$ cat src/rtl/scr1_dmem_router_if.sv
// Shared memory-request types and the request/response bundle that runs
// between the pipeline, the router and each target.
package scr1_dmem_router_pkg;
  localparam int SCR1_DMEM_AWIDTH = 32;
  localparam int SCR1_DMEM_DWIDTH = 32;

  typedef enum logic {
    SCR1_MEM_CMD_RD = 1'b0,
    SCR1_MEM_CMD_WR = 1'b1
  } type_scr1_mem_cmd_e;

  typedef enum logic [1:0] {
    SCR1_MEM_WIDTH_BYTE  = 2'b00,
    SCR1_MEM_WIDTH_HWORD = 2'b01,
    SCR1_MEM_WIDTH_WORD  = 2'b10
  } type_scr1_mem_width_e;

  typedef enum logic [1:0] {
    SCR1_MEM_RESP_NOTRDY = 2'b00,
    SCR1_MEM_RESP_RDY_OK = 2'b01,
    SCR1_MEM_RESP_RDY_ER = 2'b10
  } type_scr1_mem_resp_e;
endpackage

interface scr1_dmem_router_if;
  import scr1_dmem_router_pkg::*;

  logic                        req;
  type_scr1_mem_cmd_e          cmd;
  type_scr1_mem_width_e        width;
  logic [SCR1_DMEM_AWIDTH-1:0] addr;
  logic [SCR1_DMEM_DWIDTH-1:0] wdata;
  logic                        req_ack;
  logic [SCR1_DMEM_DWIDTH-1:0] rdata;
  type_scr1_mem_resp_e         resp;

  modport master (
    output req, cmd, width, addr, wdata,
    input  req_ack, rdata, resp
  );

  modport slave (
    input  req, cmd, width, addr, wdata,
    output req_ack, rdata, resp
  );
endinterface

$ cat src/rtl/scr1_dmem_router.sv
// Routes pipeline data requests to TCM (port1), timer (port2) or external bus
// (port0) and returns the selected target's response; one transaction in flight.
module scr1_dmem_router
  import scr1_dmem_router_pkg::*;
#(
  parameter logic [31:0] PORT1_ADDR_MASK    = 32'hFFFF_0000,
  parameter logic [31:0] PORT1_ADDR_PATTERN = 32'h0048_0000,
  parameter logic [31:0] PORT2_ADDR_MASK    = 32'hFFFF_FFE0,
  parameter logic [31:0] PORT2_ADDR_PATTERN = 32'h0049_0000
) (
  input  logic                clk,
  input  logic                rst,
  scr1_dmem_router_if.slave   dmem,
  scr1_dmem_router_if.master  port0,
  scr1_dmem_router_if.master  port1,
  scr1_dmem_router_if.master  port2
);

  typedef enum logic {
    FSM_ADDR = 1'b0,
    FSM_DATA = 1'b1
  } fsm_e;

  fsm_e                        fsm_q, fsm_d;
  logic [1:0]                  port_sel_q, port_sel_d;
  logic                        port1_hit, port2_hit;
  logic [1:0]                  dec_sel;
  logic                        dec_ack;
  type_scr1_mem_resp_e         sel_resp;
  logic [SCR1_DMEM_DWIDTH-1:0] sel_rdata;
  logic                        issue;
  type_scr1_mem_resp_e         resp_out;
  logic [SCR1_DMEM_DWIDTH-1:0] rdata_out;

  assign port1_hit = (dmem.addr & PORT1_ADDR_MASK) == PORT1_ADDR_PATTERN;
  assign port2_hit = (dmem.addr & PORT2_ADDR_MASK) == PORT2_ADDR_PATTERN;

  always_comb begin
    dec_sel = 2'd0;
    if (port1_hit) begin
      dec_sel = 2'd1;
    end else if (port2_hit) begin
      dec_sel = 2'd2;
    end
  end

  always_comb begin
    case (dec_sel)
      2'd1:    dec_ack = port1.req_ack;
      2'd2:    dec_ack = port2.req_ack;
      default: dec_ack = port0.req_ack;
    endcase
  end

  // Only the target that owns the outstanding transaction is listened to.
  always_comb begin
    case (port_sel_q)
      2'd1: begin
        sel_resp  = port1.resp;
        sel_rdata = port1.rdata;
      end
      2'd2: begin
        sel_resp  = port2.resp;
        sel_rdata = port2.rdata;
      end
      default: begin
        sel_resp  = port0.resp;
        sel_rdata = port0.rdata;
      end
    endcase
  end

  always_comb begin
    fsm_d      = fsm_q;
    port_sel_d = port_sel_q;
    issue      = 1'b0;
    resp_out   = SCR1_MEM_RESP_NOTRDY;
    rdata_out  = '0;
    if (!rst) begin
      if (fsm_q == FSM_ADDR) begin
        issue = 1'b1;
      end else begin
        resp_out = sel_resp;
        case (sel_resp)
          SCR1_MEM_RESP_RDY_OK: begin
            rdata_out = sel_rdata;
            issue     = 1'b1;
            fsm_d     = FSM_ADDR;
          end
          SCR1_MEM_RESP_RDY_ER: fsm_d = FSM_ADDR;
          default: ;
        endcase
      end
      // A completing OK response lets the next request go out in the same cycle.
      if (issue && dmem.req && dec_ack) begin
        fsm_d      = FSM_DATA;
        port_sel_d = dec_sel;
      end
    end
  end

  always_ff @(posedge clk) begin
    if (rst) begin
      fsm_q      <= FSM_ADDR;
      port_sel_q <= 2'd0;
    end else begin
      fsm_q      <= fsm_d;
      port_sel_q <= port_sel_d;
    end
  end

  assign dmem.req_ack = issue & dec_ack;
  assign dmem.resp    = resp_out;
  assign dmem.rdata   = rdata_out;

  assign port0.req   = issue & dmem.req & (dec_sel == 2'd0);
  assign port1.req   = issue & dmem.req & (dec_sel == 2'd1);
  assign port2.req   = issue & dmem.req & (dec_sel == 2'd2);

  assign port0.cmd   = dmem.cmd;
  assign port0.width = dmem.width;
  assign port0.addr  = dmem.addr;
  assign port0.wdata = dmem.wdata;
  assign port1.cmd   = dmem.cmd;
  assign port1.width = dmem.width;
  assign port1.addr  = dmem.addr;
  assign port1.wdata = dmem.wdata;
  assign port2.cmd   = dmem.cmd;
  assign port2.width = dmem.width;
  assign port2.addr  = dmem.addr;
  assign port2.wdata = dmem.wdata;

endmodule

$ cat src/flat_wrapper.sv
// flat-port wrapper written by rule: the top's interface ports become plain ports
module scr1_dmem_router_flat import scr1_dmem_router_pkg::*;
#(
  parameter logic [31:0] PORT1_ADDR_MASK    = 32'hFFFF_0000,
  parameter logic [31:0] PORT1_ADDR_PATTERN = 32'h0048_0000,
  parameter logic [31:0] PORT2_ADDR_MASK    = 32'hFFFF_FFE0,
  parameter logic [31:0] PORT2_ADDR_PATTERN = 32'h0049_0000
)
  (clk, rst, dmem_req, dmem_cmd, dmem_width, dmem_addr, dmem_wdata, dmem_req_ack, dmem_rdata, dmem_resp, port0_req, port0_cmd, port0_width, port0_addr, port0_wdata, port0_req_ack, port0_rdata, port0_resp, port1_req, port1_cmd, port1_width, port1_addr, port1_wdata, port1_req_ack, port1_rdata, port1_resp, port2_req, port2_cmd, port2_width, port2_addr, port2_wdata, port2_req_ack, port2_rdata, port2_resp);
  scr1_dmem_router_if dmem_i ();
  scr1_dmem_router_if port0_i ();
  scr1_dmem_router_if port1_i ();
  scr1_dmem_router_if port2_i ();
  input  logic clk;
  input  logic rst;
  input wire logic [$bits(dmem_i.req)-1:0] dmem_req;
  input wire logic [$bits(dmem_i.cmd)-1:0] dmem_cmd;
  input wire logic [$bits(dmem_i.width)-1:0] dmem_width;
  input wire logic [$bits(dmem_i.addr)-1:0] dmem_addr;
  input wire logic [$bits(dmem_i.wdata)-1:0] dmem_wdata;
  output wire logic [$bits(dmem_i.req_ack)-1:0] dmem_req_ack;
  output wire logic [$bits(dmem_i.rdata)-1:0] dmem_rdata;
  output wire logic [$bits(dmem_i.resp)-1:0] dmem_resp;
  output wire logic [$bits(port0_i.req)-1:0] port0_req;
  output wire logic [$bits(port0_i.cmd)-1:0] port0_cmd;
  output wire logic [$bits(port0_i.width)-1:0] port0_width;
  output wire logic [$bits(port0_i.addr)-1:0] port0_addr;
  output wire logic [$bits(port0_i.wdata)-1:0] port0_wdata;
  input wire logic [$bits(port0_i.req_ack)-1:0] port0_req_ack;
  input wire logic [$bits(port0_i.rdata)-1:0] port0_rdata;
  input wire logic [$bits(port0_i.resp)-1:0] port0_resp;
  output wire logic [$bits(port1_i.req)-1:0] port1_req;
  output wire logic [$bits(port1_i.cmd)-1:0] port1_cmd;
  output wire logic [$bits(port1_i.width)-1:0] port1_width;
  output wire logic [$bits(port1_i.addr)-1:0] port1_addr;
  output wire logic [$bits(port1_i.wdata)-1:0] port1_wdata;
  input wire logic [$bits(port1_i.req_ack)-1:0] port1_req_ack;
  input wire logic [$bits(port1_i.rdata)-1:0] port1_rdata;
  input wire logic [$bits(port1_i.resp)-1:0] port1_resp;
  output wire logic [$bits(port2_i.req)-1:0] port2_req;
  output wire logic [$bits(port2_i.cmd)-1:0] port2_cmd;
  output wire logic [$bits(port2_i.width)-1:0] port2_width;
  output wire logic [$bits(port2_i.addr)-1:0] port2_addr;
  output wire logic [$bits(port2_i.wdata)-1:0] port2_wdata;
  input wire logic [$bits(port2_i.req_ack)-1:0] port2_req_ack;
  input wire logic [$bits(port2_i.rdata)-1:0] port2_rdata;
  input wire logic [$bits(port2_i.resp)-1:0] port2_resp;
  assign dmem_i.req = dmem_req;
  assign dmem_i.cmd = dmem_cmd;
  assign dmem_i.width = dmem_width;
  assign dmem_i.addr = dmem_addr;
  assign dmem_i.wdata = dmem_wdata;
  assign dmem_req_ack = dmem_i.req_ack;
  assign dmem_rdata = dmem_i.rdata;
  assign dmem_resp = dmem_i.resp;
  assign port0_req = port0_i.req;
  assign port0_cmd = port0_i.cmd;
  assign port0_width = port0_i.width;
  assign port0_addr = port0_i.addr;
  assign port0_wdata = port0_i.wdata;
  assign port0_i.req_ack = port0_req_ack;
  assign port0_i.rdata = port0_rdata;
  assign port0_i.resp = port0_resp;
  assign port1_req = port1_i.req;
  assign port1_cmd = port1_i.cmd;
  assign port1_width = port1_i.width;
  assign port1_addr = port1_i.addr;
  assign port1_wdata = port1_i.wdata;
  assign port1_i.req_ack = port1_req_ack;
  assign port1_i.rdata = port1_rdata;
  assign port1_i.resp = port1_resp;
  assign port2_req = port2_i.req;
  assign port2_cmd = port2_i.cmd;
  assign port2_width = port2_i.width;
  assign port2_addr = port2_i.addr;
  assign port2_wdata = port2_i.wdata;
  assign port2_i.req_ack = port2_req_ack;
  assign port2_i.rdata = port2_rdata;
  assign port2_i.resp = port2_resp;
  scr1_dmem_router #(.PORT1_ADDR_MASK(PORT1_ADDR_MASK), .PORT1_ADDR_PATTERN(PORT1_ADDR_PATTERN), .PORT2_ADDR_MASK(PORT2_ADDR_MASK), .PORT2_ADDR_PATTERN(PORT2_ADDR_PATTERN)) u_core (.clk(clk), .rst(rst), .dmem(dmem_i), .port0(port0_i), .port1(port1_i), .port2(port2_i));
endmodule
$ cat config.mk
export PLATFORM = sky130hd
export DESIGN_NAME = scr1_dmem_router_flat
export DESIGN_NICKNAME = d
export VERILOG_FILES = /design/src/rtl/scr1_dmem_router_if.sv /design/src/rtl/scr1_dmem_router.sv /design/src/flat_wrapper.sv
export SDC_FILE = /design/constraint.sdc
export NUM_CORES = 1
export LEC_CHECK = 0
export CAP_MARGIN = 40
export CELL_PAD_IN_SITES_DETAIL_PLACEMENT = 0
export CELL_PAD_IN_SITES_GLOBAL_PLACEMENT = 2
export CORE_AREA = 2 2 161 163
export CTS_CLUSTER_DIAMETER = 40
export DETAILED_ROUTE_END_ITERATION = 12
export DIE_AREA = 0 0 163 165
export DONT_BUFFER_PORTS = 1
export PLACE_DENSITY = 0.48
export SLEW_MARGIN = 5
export SYNTH_ARGS = -nofsm -noshare
export SYNTH_HDL_FRONTEND = slang
export SYNTH_SLANG_ARGS = --single-unit
$ cat constraint.sdc
create_clock -name clk -period 2.7 [get_ports clk]
set_clock_uncertainty 0.1 [all_clocks]
set_input_delay 0.675 -clock clk [delete_from_list [all_inputs] [get_ports clk]]
set_output_delay 0.675 -clock clk [all_outputs]
set_load 0.05 [all_outputs]
==> metrics.md, run 1 <==
| Metric | Value |
|---|---|
| Largest stage delay, worst path | 0.35 ns |
| Critical Path Sink Type | output pin |
| Storage element area | 62.6 um^2 |
| Inserted Diodes | 0 |
| Setup crit start kind | flop |
| Synthesized net count | ~580 |
| DRT iter0 DRCs | 49 |
| Worst EP arrival | 2.07 ns |
| Critical-path cell list | inv_2, ha_4, a22oi_2, nor2_2, a21oi_2, ha_2, or2b_4, nand3b_1, buf_4, nor2_4, buf_12 |
| GRT Util Overall | 6.85% |
| Footprint of the multi-input gates | 0.00139 mm^2 |
| Type of the tightest min-delay check | flop to flop |
| Peak VDD IR | roughly 0.00017 V |
| Sequential fraction of design power | 10.4% |
| Cell area after layout | 0.00298 mm^2 |
| Post-synth EDFFs | 0 |
| Pleak | 0.822 nW |
| Peak Freq | between 300 and 400 MHz |
| Crit path required time | 1.92 ns |
| WL met3 | ~1100 um |
| Most common cell after layout, fill and taps aside | buf_12 |
| Layout cells sized above 1 | 53.7% |
| Max Slew Vio Count | 0 |
| Fin crit period | 2.85 ns |
| H-tree Lvls | 1 |
| Top-area cell type share of the netlist area | 56.9% |
| Die ar. | roughly 0.027 mm^2 |
| Sw Ratio | 28.5% |
| Internal power | around 320 uW |
| Global-route wire length before repair | 13100 um |
| Combinational group share of total power | 36.3% |
| Met2 routed WL | 5940 um |
| Routed wire length | around 11000 um |
| Clk network pwr share | between 50% and 60% |
| Synth top area cells | buf_4 57%, nor2_1 10%, a22oi_1 9.6% |
| Layout Nets | 423 |
| Slowest-stage cell, CP | dfxtp_2 |
| Largest net degree at the start of global routing | 35 |
| Layout fillers | slightly below 3000 |
| Synth Cell Area | 0.00265 mm^2 |
| Clock Latency Late Sink | 0.22 ns |
| Detailed Routing Iterations Pass 1 | 4 |
| Vias in the first global route | 1873 |
| Root Driver | clkbuf_16 |
| PnR worst setup slack | -0.146 ns |
| PortBufs | 0 |
| Final setup violating endpoints | 36 |
| Average wire per standard cell | around 18 um |
| Post-route DRC | 0 |
| RSZ-0062 raised after global routing | yes |
| Die X-Extent | 163 um |
| Register area share after synthesis | 2.27% |
| Hold_sp | u_core.port_sel_q[1]$_SDFFE_PP0P_ |
| Crit path kind | flop to output pin |
| WHS | 0.549 ns |
| Worst-Margin Slew | between 0.4 and 0.5 ns |
| Antenna violations before repair | 1 |
| Synth area leader | buf_4 |
| Status | complete, but fails checks |
| Cts hold-fix bufs | 0 |
| Die height | 165 um |
| Max_cap viols | 0 |
| TritonCTS clock tree | built |
| Yosys cell types | 30 |
| Post-route clock period utilization | 105% |
| Worst-path clk slew | around 0.030 ns |
| Routability congestion estimate | about 0.64 |
| Number of core rows | 58 |
| Top_reg_cell synth | dfxtp_1 |
| Highest routed metal layer | met5 |
| Ys Warns | 0 |
| Vias | about 1900 |
| Max_slew headroom | between 70% and 80% |
| Sw Pwr | 127 uW |
| Syn_area_per_cell | 6.66 um^2 |
| Dpl cell area | 0.00272 mm^2 |
| Flops & latches, synth | 3 |
| Metal-1 WL | 3170 um |
| Ys async rst share | 0% |
| Vias per cell | 3.23 |
| DP HPWL | 8950 um |
| Worst-path maximum fanout | 4 |
| CTS Buffer Depth | 2 |
| Num Clock Sinks | 3 |
| Endpoints failing hold | 0 |
| Most frequent cells in the layout | 37 x buf_12, 35 x nor2_1, 34 x nor2_4 |
| P per Cell Area | about 150 mW/mm^2 |
| Num CTS Buffers | 3 |
| Core ar. | about 0.025 mm^2 |
| Syn Inst Count | 398 |
| Total gr overflow | 0 |
| RR Startpoint | u_core.port_sel_q[0]$_SDFFE_PP0P_ |
| Initial core utilization | 10.6% |
| I/O Pins | 414 |
| Synth-to-Final Area Change | 12.4% |
| Final ANT Viol Nets | 0 |
| Failing checks | setup timing |
| Crit. Startpoint | u_core.port_sel_q[0]$_SDFFE_PP0P_ |
-- sequential cells by signal (all words and copies together), names as in the netlist --
signal             flops
u_core.fsm_q           1
u_core.port_sel_q      2
-- synthesized netlist by cell type (3+ instances only) --
library cell,count
ha_1,3
dfxtp_1,3
nor4_2,4
buf_4,201
a22oi_1,34
nor2_1,71
clkbuf_1,16
a21oi_1,33
nand2_1,4
buf_1,3
-- routing by layer --
| metal | global-route usage (%) | up-vias |
|---|---|---|
| met2 | 14.1 | 200 |
| met3 | 2.11 | 19 |
| met1 | 6.27 | 829 |
| met5 | 0 | - |
| met4 | 2.37 | 2 |
| li1 | - | 806 |
-- metrics by stage --
stage / setup TNS, ns / power (mW) / util, % / std cells / setup slack [ns]
after global placement: -0.199 / 0.197 / 10.9 / 562 / -0.0784
after floorplan: -0.139 / 0.944 / - / 398 / -0.139
after global routing: -7.52 / 0.460 / 11.9 / 574 / -0.238
after detailed placement: -0.206 / 0.198 / 10.9 / 562 / -0.0816
after CTS: -4.46 / 0.443 / 11.6 / 570 / -0.171
final: -3.84 / 0.444 / 11.9 / 574 / -0.146
-- power by group through the flow --
stage	combinational [mW]	sequential [mW]	clock (mW)
global route	0.171	0.0464	0.243
detailed placement	0.151	0.0468	0
global placement	0.150	0.0468	0
finish	0.161	0.0462	0.237
floorplan	0.897	0.0468	0
CTS	0.157	0.0462	0.240
-- final timing paths --
check	endpoint	slack (ns)	cells after the start
hold / removal	u_core.port_sel_q[1]$_SDFFE_PP0P_	0.55	3
setup reg to reg	u_core.port_sel_q[1]$_SDFFE_PP0P_	0.42	11
hold reg to reg	u_core.port_sel_q[1]$_SDFFE_PP0P_	0.55	3
setup / recovery	port2_req	-0.15	11
-- area by class of cell --
type	instances	area share (%)
clock buffer	4	2.65
inverter	2	0.252
multi-input combinational	173	46.7
sequential	3	2.10
tap	330	13.9
timing repair buffer	62	34.5
-- critical path: cells and delay by family (launching register included) --
family                     cells  cell delay (ns)
buffers and inverters          3             0.41
and+or+nand+nor                4             0.44
DFF                            1             0.35
AOI/OAI and AO/OA              2             0.29
adders and majority gates      2             0.36
-- timing repair --
action / 4_1_cts / 5_1_grt
gates resized for setup: 9 / 3
buffers inserted: 3 / 2
pin swaps: 14 / 25
endpoints found under the setup margin: 36 / 36
gates cloned: 1 / 2
-- cells by family after synthesis --
| family | count (synthesis) | synth area share (%) |
|---|---|---|
| AO/OA/AOI/OAI | 73 | 17.8 |
| multiplexers | 2 | 0.849 |
| AND/OR/NAND/NOR | 95 | 17.8 |
| flip-flops | 3 | 2.27 |
| buffers and inverters | 222 | 59.9 |
| adder cells (fa/ha/maj) | 3 | 1.42 |
(Power assumes the default switching activity.)
==> inputs of run 2 (changes only) <==
- CORE_AREA: 2 2 161 163 -> 2 2 160 162
- DIE_AREA: 0 0 163 165 -> 0 0 162 164
- GPL_ROUTABILITY_DRIVEN: default -> 0
- PLACE_DENSITY: 0.48 -> 0.47
- clock period: 2.7 -> 3.55 ns (I/O delays scaled with it)
==> run 2 against run 1 <==
Net effect:
- the flow now finishes without violations
- largest cell class unchanged
- combinational power down 59%
- global-route usage decreased by 2.6 points
- clock power is 24% lower
- setup slack gained 0.51 ns
- critical endpoint is now dmem_req_ack
- via count fell by 9.7%
- design area decreased by 36%
- register-to-register slack better by 0.93 ns
- largest power group unchanged
- wire length down 38%
==> metrics.md, run 2 (same netlist as run 1, synthesis figures left out) <==
| Metric | Value |
|---|---|
| Crit path required time | ~2.6 ns |
| Biggest register | u_core.port_sel_q |
| Pleak | around 0.53 nW |
| Worst-Margin Slew | just over 0.5 ns |
| Critical Path Sink Type | output pin |
| Die ar. | 0.0266 mm^2 |
| Peak Freq | 314 MHz |
| PortBufs | 0 |
| Worst r2r path cells | 8 |
| Crit path kind | primary input to output pin |
| Max_cap viols | 0 |
| PnR worst setup slack | 0.362 ns |
| Num Clock Sinks | 3 |
| Grt met3 use | 1.46% |
| P per Cell Area | 147 mW/mm^2 |
| Critical-path cell list | nor4_2, nand4_2, a21oi_2, nor2_1, nor3b_2, buf_4 |
| Worst EP arrival | about 2.2 ns |
| Max_slew headroom | between 60% and 70% |
| Peak VDD IR | 0.0000963 V |
| Core ar. | 0.0248 mm^2 |
| Worst-path clk slew | 0.03 ns |
| Cts hold-fix bufs | 0 |
| Endpoints failing hold | 0 |
| DRT iter0 DRCs | 94 |
| Setup crit start kind | primary input |
| Largest registers | u_core.port_sel_q (2), u_core.fsm_q (1) |
| Largest net degree at the start of global routing | 47 |
| Max Slew Vio Count | 0 |
| DP HPWL | around 5400 um |
| Die height | 164 um |
| Average wire per standard cell | ~12 um |
| Layout cells sized above 1 | 27.7% |
| H-tree Lvls | 1 |
| Die X-Extent | 162 um |
| Status | complete, no violations |
| Fin crit period | 3.19 ns |
| Root Driver | clkbuf_16 |
| Cts repair resizes | 0 |
| Slowest-stage cell, CP | nor4_2 |
| Vias in the first global route | 1578 |
| Number of flip-flops in the largest register | 2 |
| Num CTS Buffers | 3 |
| Post-route clock period utilization | between 80% and 90% |
| Initial core utilization | 10.7% |
| Setup Fix Bufs, Post-CTS | 0 |
| GRT met2 Usage | 6.63% |
| Clock Latency Late Sink | 0.22 ns |
| Setup TNS Final | 0 ns |
| Vias | 1676 |
| GRT Util Overall | 4.27% |
| Layout fillers | approximately 2900 |
| CTS Buffer Depth | 2 |
| TritonCTS clock tree | built |
| Worst-path maximum fanout | 6 |
| Layout Nets | 403 |
| RSZ-0062 raised after global routing | no |
| Total Power | 280 uW |
| Total gr overflow | 0 |
| WHS | 0.527 ns |
| Most frequent cells in the layout | 71 x nor2_1, 41 x buf_4, 34 x a22oi_1 |
| Type of the tightest min-delay check | flop to flop |
| Global-route wire length before repair | around 8700 um |
| Vias per cell | between 3 and 4 |
| Pre-CTS WS | 0.263 ns |
| Post-route DRC | 0 |
| Routed wire length | 6520 um |
| I/O Pins | between 400 and 500 |
| Final ANT Viol Nets | 0 |
| Inserted Diodes | 0 |
| Synth-to-Final Area Change | -28.1% |
| Top Usage Layer GRT | met2 |
| Number of core rows | 58 |
| GR Layer Usage met1 | 5.17% |
| Largest stage delay, worst path | between 0.3 and 0.4 ns |
| Worst hold path depth | 3 |
| Antenna violations before repair | 0 |
| Most common cell after layout, fill and taps aside | nor2_1 |
| Final setup violating endpoints | 0 |
| Detailed Routing Iterations Pass 1 | 4 |
-- run 2: changes by cell type in the layout (fill, tap and decap cells not counted), sizes merged --
cell,delta
buf,-18
clkbuf,-2
-- run 2: final cells by class --
cell class | instances | area, um^2 | share of cell area, %
tap | 330 | 413 | 21.7
clock buffer | 4 | 78.8 | 4.14
inverter | 2 | 7.51 | 0.394
sequential | 3 | 60.1 | 3.15
multi-input combinational | 173 | 1020 | 53.4
timing repair buffer | 42 | 328 | 17.2
-- run 2: path summary, 6_finish.rpt --
| check | startpoint | to | slack (ns) |
|---|---|---|---|
| worst max-delay path | dmem_addr[28] | dmem_req_ack | 0.36 |
| worst min-delay path | u_core.port_sel_q[1]$_SDFFE_PP0P_ | u_core.port_sel_q[1]$_SDFFE_PP0P_ | 0.53 |
| worst min register to register | u_core.port_sel_q[1]$_SDFFE_PP0P_ | u_core.port_sel_q[1]$_SDFFE_PP0P_ | 0.53 |
| worst max register to register | u_core.port_sel_q[0]$_SDFFE_PP0P_ | u_core.port_sel_q[0]$_SDFFE_PP0P_ | 1.35 |
-- run 2: critical path: cells and delay by family --
kind	cells	cell delay, ns
simple gates	4	0.87
compound gates	1	0.22
buf+inv	1	0.21
-- run 2: per-stage QoR --
step	cell area, um^2	utilization, %	cells
after floorplan	2660	-	398
after global placement	1830	7.36	550
after detailed placement	1830	7.36	550
after CTS	1910	7.68	554
after global routing	1910	7.68	554
final	1910	7.68	554
-- run 2: metal layers --
| metal | up-vias | wire (um) |
|---|---|---|
| met4 | 0 | 243 |
| met3 | 31 | 753 |
| met2 | 133 | 2970 |
| li1 | 768 | - |
| met1 | 744 | 2550 |
| met5 | - | 0 |
-- run 2: power by group --
group	total, mW	switching (mW)	internal (mW)
logic	0.0656	0.0395	0.0261
registers	0.0352	0.000303	0.0349
clock network	0.180	0.0312	0.148
==> inputs of run 3 (changes only) <==
- CORE_AREA: 2 2 160 162 -> 2 2 161 163
- CTS_CLUSTER_DIAMETER: 40 -> 60
- DIE_AREA: 0 0 162 164 -> 0 0 163 165
- PLACE_DENSITY: 0.47 -> 0.46
- clock period: 3.55 -> 3 ns (I/O delays scaled with it)
==> run 3 against run 2 <==
Net effect:
- global-route usage rose by 0.84 points
- final cell count rose by 3.6%
- non-clock buffer count rose by 20
- sequential power rose by 18%
- power rose by 26%
- design area rose by 24%
- wire length rose by 18%
- sequential share of layout area fell by 0.50 points
- largest power group unchanged
- first-iteration DRC count fell by 68%
- setup slack got worse by 0.32 ns
- die area rose by 1.2%
- clock power rose by 16%
==> metrics.md, run 3 (same netlist as run 1, synthesis figures left out) <==
| Metric | Value |
|---|---|
| Crit path kind | flop to output pin |
| Global-route wire length before repair | 10300 um |
| Biggest register | u_core.port_sel_q |
| Num Clock Sinks | 3 |
| Layout cells sized above 1 | 48.8% |
| Sequential fraction of design power | between 10% and 20% |
| Layout fillers | slightly below 3000 |
| Placed Cells | 561 |
| Die ar. | 0.0269 mm^2 |
| Synth-to-Final Area Change | -11.1% |
| Critical Path Sink Type | output pin |
| Number of flip-flops in the largest register | 2 |
| Crit path required time | 2.15 ns |
| Cell area after layout | 0.00236 mm^2 |
| Cell Count, Final, Fillers Out | 574 |
| Sw Pwr | slightly below 90 uW |
| Root Driver | clkbuf_16 |
| Worst EP arrival | 2.11 ns |
| Peak VDD IR | 0.000103 V |
| Worst-path maximum fanout | 32 |
| Initial core utilization | a little over a tenth |
| Max_cap viols | 0 |
| Fin crit period | a little under 3 ns |
| Detailed Routing Iterations Pass 1 | 4 |
| WHS | 0.553 ns |
| Internal power | 262 uW |
| Antenna violations before repair | 0 |
| Average wire per standard cell | around 13 um |
| P per Cell Area | 149 mW/mm^2 |
| GRT Util Overall | 5.11% |
| Num CTS Buffers | 3 |
| CTS Buffer Depth | 2 |
| Worst-path clk slew | 0.03 ns |
| I/O Pins | 414 |
| DP HPWL | 6300 um |
| Routed wire length | approximately 7700 um |
| RSZ-0062 raised after global routing | yes |
| Post-route DRC | 0 |
| PnR worst setup slack | approximately 0.042 ns |
| TritonCTS clock tree | built |
| Setup TNS Final | 0 ns |
| PortBufs | 0 |
| Endpoints failing hold | 0 |
| Layout Nets | 423 |
| Total Power | 352 uW |
| Max_slew headroom | 80.8% |
| Pleak | about 0.67 nW |
| Largest stage delay, worst path | 0.35 ns |
| Final setup violating endpoints | 0 |
| Clock Latency Late Sink | between 0.2 and 0.25 ns |
| Vias per cell | 3.10 |
| Largest registers | u_core.port_sel_q (2), u_core.fsm_q (1) |
| Setup crit start kind | flop |
| H-tree Lvls | 1 |
| Post-route clock period utilization | 98.6% |
| Core ar. | 0.0250 mm^2 |
| Clk network pwr share | 59.2% |
| Inserted Diodes | 0 |
| Most frequent cells in the layout | 43 x nor2_1, 34 x buf_6, 32 x a22oi_1, 32 x a21oi_1, 27 x nor2_2 |
| Number of core rows | 58 |
| Storage element area | ~63 um^2 |
| Footprint of the multi-input gates | 0.00114 mm^2 |
| Slowest-stage cell, CP | dfxtp_2 |
| Dpl cell area | 0.00197 mm^2 |
| Final Core Density | under 10% |
| Vias | 1780 |
| Worst-Margin Slew | 0.288 ns |
| Sw Ratio | 25.4% |
| Largest net degree at the start of global routing | 33 |
| Vias in the first global route | 1729 |
| Most common cell after layout, fill and taps aside | nor2_1 |
| Status | complete, no violations |
| Total gr overflow | 0 |
| DRT iter0 DRCs | 30 |
| Type of the tightest min-delay check | flop to flop |
| Die X-Extent | 163 um |
| Die height | ~170 um |
| Critical-path cell list | inv_2, ha_4, a22oi_2, nor2_2, a21oi_2, ha_2, nand2_1, buf_12, nor2_1, buf_6 |
| Peak Freq | 338 MHz |
| Final ANT Viol Nets | 0 |
| Max Slew Vio Count | 0 |
| Pre-CTS WS | -0.0831 ns |
| Combinational group share of total power | 28.9% |
| Cts hold-fix bufs | 0 |
run 3: cell count changes in the layout (fill, tap and decap cells not counted), sizes merged:
cell / change
buf: +20
run 3: final timing paths:
path / start / endpoint / slack [ns] / cells past startpoint
worst max-delay path: u_core.port_sel_q[1]$_SDFFE_PP0P_ / dmem_rdata[18] / 0.04 / 10
worst min-delay path: u_core.fsm_q$_SDFF_PP0_ / u_core.fsm_q$_SDFF_PP0_ / 0.55 / 3
worst max register to register: u_core.port_sel_q[0]$_SDFFE_PP0P_ / u_core.port_sel_q[1]$_SDFFE_PP0P_ / 0.77 / 10
worst min register to register: u_core.fsm_q$_SDFF_PP0_ / u_core.fsm_q$_SDFF_PP0_ / 0.55 / 3
run 3: metal layers:
metal	vias to the layer above	track usage, %	part of all wire [%]
met5	-	0	0
met4	0	1.69	2.0
met3	31	1.66	9.7
met2	133	7.95	46
met1	808	6.64	42
li1	808	-	-
run 3: final cells by class:
| class | count | area share (%) |
|---|---|---|
| Inverter | 2 | 0.318 |
| Multi-Input combinational cell | 173 | 48.5 |
| Clock buffer | 4 | 3.34 |
| Timing Repair Buffer | 62 | 27.7 |
| Tap cell | 330 | 17.5 |
| Sequential cell | 3 | 2.65 |
run 3: what timing repair did:
action                                  4_1_cts  5_1_grt
setup buffers                                 6        3
pin swaps                                     8        3
gates resized for setup                      15       58
endpoints found under the setup margin       36       36
run 3: power by group through the flow:
stage          clock network (mW)  registers (mW)  logic, mW
3_3_place_gp                    0          0.0422     0.0917
4_1_cts                     0.213          0.0417     0.0935
3_5_place_dp                    0          0.0422     0.0918
2_1_floorplan                   0          0.0421      0.785
6_report                    0.208          0.0416      0.102
5_1_grt                     0.220          0.0417      0.109
run 3: worst max-delay path: cells and delay by family (launching register included):
| kind | cells | cell delay (ns) |
|---|---|---|
| AND/OR/NAND/NOR | 3 | 0.33 |
| adder cells (fa/ha/maj) | 2 | 0.38 |
| AO/OA/AOI/OAI | 2 | 0.36 |
| buffers and inverters | 3 | 0.44 |
| flip-flops | 1 | 0.35 |
